<file path="src/rtl/vga_timing_gen_if.sv">
// Pixel-fetch bus between the VGA timing generator (master) and its upstream frame source (slave).
interface vga_timing_gen_if #(
    parameter int CNT_W   = 11,
    parameter int COLOR_W = 6
);
    logic [CNT_W-1:0]   pix_x;
    logic [CNT_W-1:0]   pix_y;
    logic               pix_req;
    logic [COLOR_W-1:0] pix_data;

    modport master (output pix_x, output pix_y, output pix_req, input pix_data);
    modport slave  (input pix_x, input pix_y, input pix_req, output pix_data);
endinterface

</file>
<file path="src/rtl/vga_timing_gen.sv">
// Parametrised VGA raster generator: pixel fetch by coordinate, 2-tick aligned rgb/hsync/vsync/de.
// Optional colour-bar test pattern is built only when VGA_TEST_PATTERN_EN is defined.
module vga_timing_gen #(
    parameter int H_ACTIVE = 640,
    parameter int H_FP     = 16,
    parameter int H_SYNC   = 96,
    parameter int H_BP     = 48,
    parameter int V_ACTIVE = 480,
    parameter int V_FP     = 10,
    parameter int V_SYNC   = 2,
    parameter int V_BP     = 33,
    parameter bit HS_POL   = 1'b0,
    parameter bit VS_POL   = 1'b0,
    parameter int CLK_DIV  = 2,
    parameter int COLOR_W  = 6,
    parameter int CNT_W    = 11
) (
    input  logic                clk,
    input  logic                rst,
    input  logic                en,
    input  logic                test_en,
    vga_timing_gen_if.master    fetch,
    output logic [COLOR_W-1:0]  rgb,
    output logic                hsync,
    output logic                vsync,
    output logic                de,
    output logic                frame_start
);
    localparam int H_TOTAL = H_ACTIVE + H_FP + H_SYNC + H_BP;
    localparam int V_TOTAL = V_ACTIVE + V_FP + V_SYNC + V_BP;
    localparam int DIV_W   = (CLK_DIV > 1) ? $clog2(CLK_DIV) : 1;

    localparam logic [DIV_W-1:0] DIV_LAST = DIV_W'(CLK_DIV - 1);
    localparam logic [CNT_W-1:0] H_LAST   = CNT_W'(H_TOTAL - 1);
    localparam logic [CNT_W-1:0] V_LAST   = CNT_W'(V_TOTAL - 1);
    localparam logic [CNT_W-1:0] H_ACT    = CNT_W'(H_ACTIVE);
    localparam logic [CNT_W-1:0] V_ACT    = CNT_W'(V_ACTIVE);
    localparam logic [CNT_W-1:0] HS_BEG   = CNT_W'(H_ACTIVE + H_FP);
    localparam logic [CNT_W-1:0] HS_END   = CNT_W'(H_ACTIVE + H_FP + H_SYNC);
    localparam logic [CNT_W-1:0] VS_BEG   = CNT_W'(V_ACTIVE + V_FP);
    localparam logic [CNT_W-1:0] VS_END   = CNT_W'(V_ACTIVE + V_FP + V_SYNC);

    logic [DIV_W-1:0]   div_cnt_q, div_cnt_d;
    logic [CNT_W-1:0]   h_q, h_d, v_q, v_d;
    logic               pix_tick, hactive, vactive, hs0, vs0;

    // Stage 1: request coordinates plus decoded flags carried alongside them.
    logic [CNT_W-1:0]   pix_x_q, pix_y_q;
    logic               pix_req_q, de1_q, hs1_q, vs1_q, fs1_q;

    logic [COLOR_W-1:0] pixel, rgb_d, rgb_q;
    logic               de_q, hsync_q, vsync_q, frame_start_q;

    always_comb begin
        // NOTE: every always_comb output is given a default first so no path can infer a latch.
        pix_tick  = en && (div_cnt_q == DIV_LAST);
        div_cnt_d = div_cnt_q;
        if (en) begin
            div_cnt_d = pix_tick ? '0 : div_cnt_q + 1'b1;
        end
        h_d = (h_q == H_LAST) ? '0 : h_q + 1'b1;
        v_d = v_q;
        if (h_q == H_LAST) begin
            v_d = (v_q == V_LAST) ? '0 : v_q + 1'b1;
        end
        hactive = (h_q < H_ACT);
        vactive = (v_q < V_ACT);
        hs0     = (h_q >= HS_BEG) && (h_q < HS_END);
        vs0     = (v_q >= VS_BEG) && (v_q < VS_END);
    end

`ifdef VGA_TEST_PATTERN_EN
    logic [CNT_W+2:0] x_times8;
    logic [2:0]       bar_idx;

    // Eight equal-width bars; the 3-bit bar index is replicated MSB-first across the colour word.
    always_comb begin
        x_times8 = {pix_x_q, 3'b000};
        bar_idx  = 3'(x_times8 / (CNT_W + 3)'(H_ACTIVE));
        pixel    = fetch.pix_data;
        if (test_en) begin
            for (int i = 0; i < COLOR_W; i++) begin
                pixel[COLOR_W-1-i] = bar_idx[2 - (i % 3)];
            end
        end
    end
`else
    logic unused_test_en;
    assign unused_test_en = test_en;
    assign pixel          = fetch.pix_data;
`endif

    assign rgb_d = de1_q ? pixel : '0;

    always_ff @(posedge clk or negedge rst) begin
        if (!rst) begin
            div_cnt_q     <= '0;
            h_q           <= '0;
            v_q           <= '0;
            pix_x_q       <= '0;
            pix_y_q       <= '0;
            pix_req_q     <= 1'b0;
            de1_q         <= 1'b0;
            hs1_q         <= 1'b0;
            vs1_q         <= 1'b0;
            fs1_q         <= 1'b0;
            rgb_q         <= '0;
            de_q          <= 1'b0;
            hsync_q       <= ~HS_POL;
            vsync_q       <= ~VS_POL;
            frame_start_q <= 1'b0;
        end else begin
            // NOTE: non-blocking assignments let every stage sample the pre-edge value of the one before it.
            div_cnt_q     <= div_cnt_d;
            frame_start_q <= pix_tick && fs1_q;
            if (pix_tick) begin
                h_q       <= h_d;
                v_q       <= v_d;
                pix_x_q   <= h_q;
                pix_y_q   <= v_q;
                pix_req_q <= hactive && vactive;
                de1_q     <= hactive && vactive;
                hs1_q     <= hs0;
                vs1_q     <= vs0;
                fs1_q     <= (h_q == '0) && (v_q == '0);
                rgb_q     <= rgb_d;
                de_q      <= de1_q;
                hsync_q   <= hs1_q ? HS_POL : ~HS_POL;
                vsync_q   <= vs1_q ? VS_POL : ~VS_POL;
            end
        end
    end

    assign fetch.pix_x   = pix_x_q;
    assign fetch.pix_y   = pix_y_q;
    assign fetch.pix_req = pix_req_q;
    assign rgb           = rgb_q;
    assign de            = de_q;
    assign hsync         = hsync_q;
    assign vsync         = vsync_q;
    assign frame_start   = frame_start_q;
endmodule

</file>
<file path="src/flat_wrapper.sv">
// flat-port wrapper written by rule: the top's interface ports become plain ports
module vga_timing_gen_flat 
#(
    parameter int H_ACTIVE = 640,
    parameter int H_FP     = 16,
    parameter int H_SYNC   = 96,
    parameter int H_BP     = 48,
    parameter int V_ACTIVE = 480,
    parameter int V_FP     = 10,
    parameter int V_SYNC   = 2,
    parameter int V_BP     = 33,
    parameter bit HS_POL   = 1'b0,
    parameter bit VS_POL   = 1'b0,
    parameter int CLK_DIV  = 2,
    parameter int COLOR_W  = 6,
    parameter int CNT_W    = 11
)
  (clk, rst, en, test_en, rgb, hsync, vsync, de, frame_start, fetch_pix_x, fetch_pix_y, fetch_pix_req, fetch_pix_data);
  vga_timing_gen_if #(.CNT_W(CNT_W), .COLOR_W(COLOR_W)) fetch_i ();
  input  logic clk;
  input  logic rst;
  input  logic en;
  input  logic test_en;
  output logic [COLOR_W-1:0] rgb;
  output logic hsync;
  output logic vsync;
  output logic de;
  output logic frame_start;
  output wire logic [$bits(fetch_i.pix_x)-1:0] fetch_pix_x;
  output wire logic [$bits(fetch_i.pix_y)-1:0] fetch_pix_y;
  output wire logic [$bits(fetch_i.pix_req)-1:0] fetch_pix_req;
  input wire logic [$bits(fetch_i.pix_data)-1:0] fetch_pix_data;
  assign fetch_pix_x = fetch_i.pix_x;
  assign fetch_pix_y = fetch_i.pix_y;
  assign fetch_pix_req = fetch_i.pix_req;
  assign fetch_i.pix_data = fetch_pix_data;
  vga_timing_gen #(.H_ACTIVE(H_ACTIVE), .H_FP(H_FP), .H_SYNC(H_SYNC), .H_BP(H_BP), .V_ACTIVE(V_ACTIVE), .V_FP(V_FP), .V_SYNC(V_SYNC), .V_BP(V_BP), .HS_POL(HS_POL), .VS_POL(VS_POL), .CLK_DIV(CLK_DIV), .COLOR_W(COLOR_W), .CNT_W(CNT_W)) u_core (.clk(clk), .rst(rst), .en(en), .test_en(test_en), .fetch(fetch_i), .rgb(rgb), .hsync(hsync), .vsync(vsync), .de(de), .frame_start(frame_start));
endmodule
</file>
<file path="config.mk">
export PLATFORM = sky130hd
export DESIGN_NAME = vga_timing_gen_flat
export DESIGN_NICKNAME = d
export VERILOG_FILES = /design/src/rtl/vga_timing_gen_if.sv /design/src/rtl/vga_timing_gen.sv /design/src/flat_wrapper.sv
export SDC_FILE = /design/constraint.sdc
export NUM_CORES = 1
export LEC_CHECK = 0
export ABC_AREA = 1
export ABC_CLOCK_PERIOD_IN_PS = 2110
export CELL_PAD_IN_SITES_DETAIL_PLACEMENT = 2
export CELL_PAD_IN_SITES_GLOBAL_PLACEMENT = 2
export CORE_MARGIN = 2
export CORE_UTILIZATION = 34
export DETAILED_ROUTE_END_ITERATION = 6
export MAX_ROUTING_LAYER = met4
export PLACE_DENSITY = 0.93
export SYNTH_ARGS = -nofsm -noshare
export SYNTH_HDL_FRONTEND = slang
export SYNTH_SLANG_ARGS = --single-unit
</file>
<file path="constraint.sdc">
create_clock -name clk -period 2.11 [get_ports clk]
set_input_delay 0.3165 -clock clk [delete_from_list [all_inputs] [get_ports clk]]
set_output_delay 0.3165 -clock clk [all_outputs]
set_load 0.05 [all_outputs]
</file>
---- Word level (Yosys, flattened, before mapping) ----
Cells that the tools add are included.
operators by class
  add/sub/neg operators ................... 3
  multiply operators ...................... 0
  divide/modulo/power cells ............... 0
  $lt $le $gt $ge ......................... 6
  equal/unequal tests ..................... 2
  shift-type cells ........................ 0
  muxes and demuxes ....................... 6
  bitwise gates (word level) .............. 0
  reduce and logical (&&, ||, !) cells .... 9
operator list
  kind                                                                                    count
  11-bit by 1-bit adder with 11-bit output (second input constant)                        2
  11-bit by 10-bit == test with 1-bit output (second input constant)                      2
  11-bit zero test                                                                        2
  11-bit by 10-bit < comparator with 1-bit output (second input constant)                 2
  11-bit by 9-bit < comparator with 1-bit output (second input constant)                  2
  11-bit 2-to-1 mux                                                                       2
  11-bit by 10-bit greater-or-equal comparator with 1-bit output (second input constant)  1
  11-bit by 9-bit greater-or-equal comparator with 1-bit output (second input constant)   1
  1-bit logical AND                                                                       6
  6-bit 2-to-1 mux                                                                        1
  1-bit 2-to-1 mux                                                                        3
  2-bit AND reduction                                                                     1
  1-bit adder (second input constant)                                                     1
word-level totals
  register bits ........................... 59
  latch bits .............................. 0
  RAM bits ................................ 0
  ROM bits ................................ 0
  output and inout port bits .............. 33
  word-level logic and storage cells ...... 40
  memories kept ........................... 0

---- Longest topological paths before layout ----
  depth in word-level cells ............... 2
  depth in mapped cells ................... 8
  depth with buffers taken out ............ 8

---- Least setup slack after synthesis ----
No wires, ideal clock.
  kind .................................... register to register
  from .................................... reg u_core.h_q[0]
  to ...................................... reg u_core.v_q[5]
  library setup time ...................... 0.124 ns
  arrival ................................. 1.198 ns
  setup slack ............................. 0.787 ns
  stages on the path, launching flop included .. 8
  buffers on the path ..................... 1
  cell sequence ........................... dfrtp_1 > ha_1 > inv_1 > nor2_4 > nand4_4 > buf_6 > nand2_1 > o21ai_1
on the way
  longest elaborated chain between the ends .. 2
RTL lines
  what                                        RTL line               text
  start, declared                             vga_timing_gen.sv:44   logic [CNT_W-1:0] h_q, h_d, v_q, v_d;
  start signal, assigned                      vga_timing_gen.sv:98   h_q <= '0;
  start signal, assigned                      vga_timing_gen.sv:117  h_q <= h_d;
  11-bit by 10-bit == test with 1-bit output  vga_timing_gen.sv:63   if (h_q == H_LAST) begin
  2-bit AND reduction (no source line)        --
  end signal, assigned                        vga_timing_gen.sv:118  v_q <= v_d;
  end, declared                               vga_timing_gen.sv:44
Every way passes these cells.
A chain may end at the register's enable or synchronous reset.

---- Final worst setup path ----
  from .................................... reg u_core.vsync_q, in the netlist u_core.vsync
  to ...................................... out vsync
RTL lines
  what                    RTL line               text
  start, declared         vga_timing_gen.sv:52   logic de_q, hsync_q, vsync_q, frame_start_q;
  start signal, assigned  vga_timing_gen.sv:110  vsync_q <= ~VS_POL;
  start signal, assigned  vga_timing_gen.sv:129  vsync_q <= vs1_q ? VS_POL : ~VS_POL;
  end, declared           flat_wrapper.sv:26     output logic vsync;
No word-level cell between the ends.

==> impl_summary.txt <==
----------------------------------------------------
[Yosys]
  Portion of synthesized cell area occupied by the leading cell type ... 0.5182
  Largest cells by area after synthesis ... dfrtp_1 (52%), nand2_1 (13%), o21ai_0 (6.2%), inv_1 (4.4%), nor2_1 (4.2%)
  Most common cell in the netlist ... nand2_1
  Net count after synthesis ... ~350
  Number of synthesized flops with an enable pin ... 0
  Synthesized area divided by synthesized cell count ... approximately 8.3 um2
  Number of standard cells after synthesis ... ~330
  Fraction of the yosys area taken by sequential cells ... 0.5373
  Number of warning messages in the yosys log ... 0
  Number of distinct library cells after synthesis ... 25
  Async SR Flop Fraction ... 1.000
  Primary flip-flop cell chosen by synthesis mapping ... dfrtp_1
  Cell area after synthesis ... 0.002753 mm2
  Flops & latches, synth ... 59
  Most frequent cells after synthesis ... nand2_1 (95), dfrtp_1 (57), o21ai_0 (34)
  Cell type with the largest total area after synthesis ... dfrtp_1

[CTS]
  Source-to-sink clock delay at the later pin of the worst-skew pair ... roughly 0.36 ns
  CTS Buf Count ... 9
  Library cell used as clock root buffer ... clkbuf_8
  CTS tree ... done
  Clk buf depth ... 2
  Clock net sink count ... 59
  CTS H-tree depth ... 3
  Clock slew seen by the registers of the worst setup and hold paths ... 0.07 ns

[Critical path]
  Critical-path top delay cell ... clkdlybuf4s50_1
  Buffers and inverters on the worst path ... 1
  Family with the most delay on the worst path ... buffers and inverters
  Required time of the critical path ... around 1.8 ns
  Critical path peak fanout ... 2
  Crit-path max cell delay ... roughly 0.79 ns
  Type of the worst setup path ... register to output port
  Nature of the critical path endpoint ... output port
  Series of cell instances along the critical path ... clkdlybuf4s50_1
  Arr. time, crit path ... around 1.7 ns
  Type of element launching the critical path ... register

[Drt]
  Number of nets with antenna violations after routing ... 0
  Total via count after detailed routing ... between 2000 and 3000
  Number of violations reported at the end of detailed-routing iteration 0 ... 110
  Number of detailed-route iterations in the first pass ... 5
  Detail-routed via count per cell ... between 5 and 6
  Routed len/inst ... between 20 and 25 um
  DRC violations left ... 0
  Detailed Route WL ... roughly 11000 um

[Floorplanning]
  Number of top-level pins ... between 40 and 50
  Initial Utilization ... 0.3544
  Die height ... 93.98 um
  Count of standard-cell rows ... 32
  Die area ... 0.008831 mm2
  Placeable core region ... around 0.0078 mm2
  Width of the chip ... 93.98 um

[Cells and area]
  Util after Layout ... 0.4549
  Ratio of cells with drive above 1 in the final layout ... 0.09375
  Fill cell count ... 861
  Area growth syn-to-layout ... 28.36%
  Number of diodes ... 0
  Net total in the final layout ... just under 400

[Run]
  Max-cap check violation count ... 0

[STA]
  Maximum operating frequency ... 498.6 MHz
  Setup-failing EPs final ... 0
  Share of the clock period used by the worst path ... 0.9506
  Setup repair after global routing missed its margin ... no
  Setup clock skew after layout ... ~0.0065 ns
  Worst slew margin relative to its limit ... 0.6422
  Final critical delay including setup and external delays ... 2.006 ns
  Fin Setup TNS ... 0 ns
  Number of hold violations in the final report ... 0
  Max Transition Viols Final ... 0
  Worst Max-Slew Pin Slew ... between 0.5 and 0.6 ns

[Status]
  Run status ... complete, no violations

[Power and ir drop]
  Leakage power ... between 1.5 and 2 nW
  Peak VDD IR ... about 0.36 mV
  PD cells ... ~1100 mW/mm2

[GRT]
  All-layer global routing usage ... 0.2616
  Initial antenna violation count ... 0
  Vias in the first global route ... a little under 3000
  Global-route wire length before repair ... 16530 um
  Largest net degree at the start of global routing ... 60
  Total gr overflow ... 0

[Hold path]
  Min-delay worst type ... register to register

[Placement]
  Last weighted congestion value of the routability-driven placer ... between 0.8 and 0.9
  PortBufs ... 41
  DP HPWL ... roughly 6500 um

----------------------------------------------------
path summary, 6_finish.rpt:
check / slack (ns) / start / cells after the start / end
max: 0.10 / u_core.vsync / 1 / vsync
min: 0.46 / u_core.vs1_q / 1 / u_core.vsync
max reg2reg: 0.26 / u_core.v_q[0] / 7 / u_core.v_q[9]
min reg2reg: 0.46 / u_core.vs1_q / 1 / u_core.vsync
max in group asynchronous: 1.27 / rst / 3 / u_core.vsync
min in group asynchronous: 0.52 / rst / 3 / u_core.v_q[9]
logic make-up (layout without fill, tap and decap cells):
family,Yosys count,count (layout),share of synthesized area
compound gates,46,46,0.08591
flops,59,59,0.5373
buf+inv,48,100,0.07273
xor+xnor,7,7,0.02227
fa+ha+maj,4,4,0.01818
simple gates,168,168,0.2636
cell usage in the layout, fill, tap and decap left out, types with 4 or more instances in the layout:
master	count
nor2_2	4
buf_4	5
nor2_1	31
nand3_1	18
dfrtp_1	57
inv_1	32
o21ai_0	34
nand4_1	7
clkdlybuf4s50_1	40
xor2_1	7
nor3_1	8
clkbuf_8	10
nand2_1	94
o21ai_1	6
ha_1	4
through the flow:
step                std cells  power (mW)  area (um2)  hold WS, ns  worst slack (ns)
finish                    486       3.923        3533       0.4567            0.1043
global route              486       4.069        3533       0.4935           0.06475
CTS                       486       3.946        3533       0.4582           0.09201
detailed placement        469       2.605        3282       0.3529            0.3074
global placement          469       2.522        3282       0.3464            0.3960
floorplan                 332       2.141        2753      0.02091            0.7874
routing by layer:
metal / vias up / wire, um / global-route usage / part of all wire
met1: 1291 / 4190 / 0.2948 / 0.40
li1: 1149 / - / - / -
met4: 0 / 463 / 0.1341 / 0.044
met3: 42 / 457 / 0.05457 / 0.043
met5: - / 0 / - / 0
met2: 90 / 5408 / 0.4393 / 0.51
registers in the layout, indices dropped and copies added (netlist names):
| signal | count |
|---|---|
| u_core.fetch.pix_x | 11 |
| u_core.fetch.pix_y | 11 |
| u_core.h_q | 11 |
| u_core.v_q | 11 |
| u_core.rgb | 6 |
| u_core.de | 1 |
| u_core.div_cnt_q | 1 |
| u_core.fetch.pix_req | 1 |
| u_core.frame_start | 1 |
| u_core.fs1_q | 1 |
| u_core.hs1_q | 1 |
| u_core.hsync | 1 |
| u_core.vs1_q | 1 |
| u_core.vsync | 1 |
report_power, final:
part | switching [mW] | internal, mW | leakage (nW)
logic | 0.830 | 0.346 | 0.730
registers | 0.146 | 1.30 | 0.777
clock network | 0.483 | 0.813 | 0.123
total | 1.46 | 2.46 | 1.63
cell type report:
class                      instances  area [um2]  area share
clock inverter                     5       100.1     0.02833
tap                              102       127.6     0.03612
sequential                        59        1479      0.4186
inverter                          36       136.4     0.03860
timing repair buffer              48       473.0      0.1339
multi-input combinational        225        1076      0.3045
clock buffer                      11       141.4     0.04001
timing repair:
action	4_1_cts	5_1_grt
buffers inserted	0	0
gates resized for setup	0	0
setup endpoints to repair	0	0
endpoints found under the hold margin	57	0
hold buffers	1	0
(Power assumes the default switching activity.)
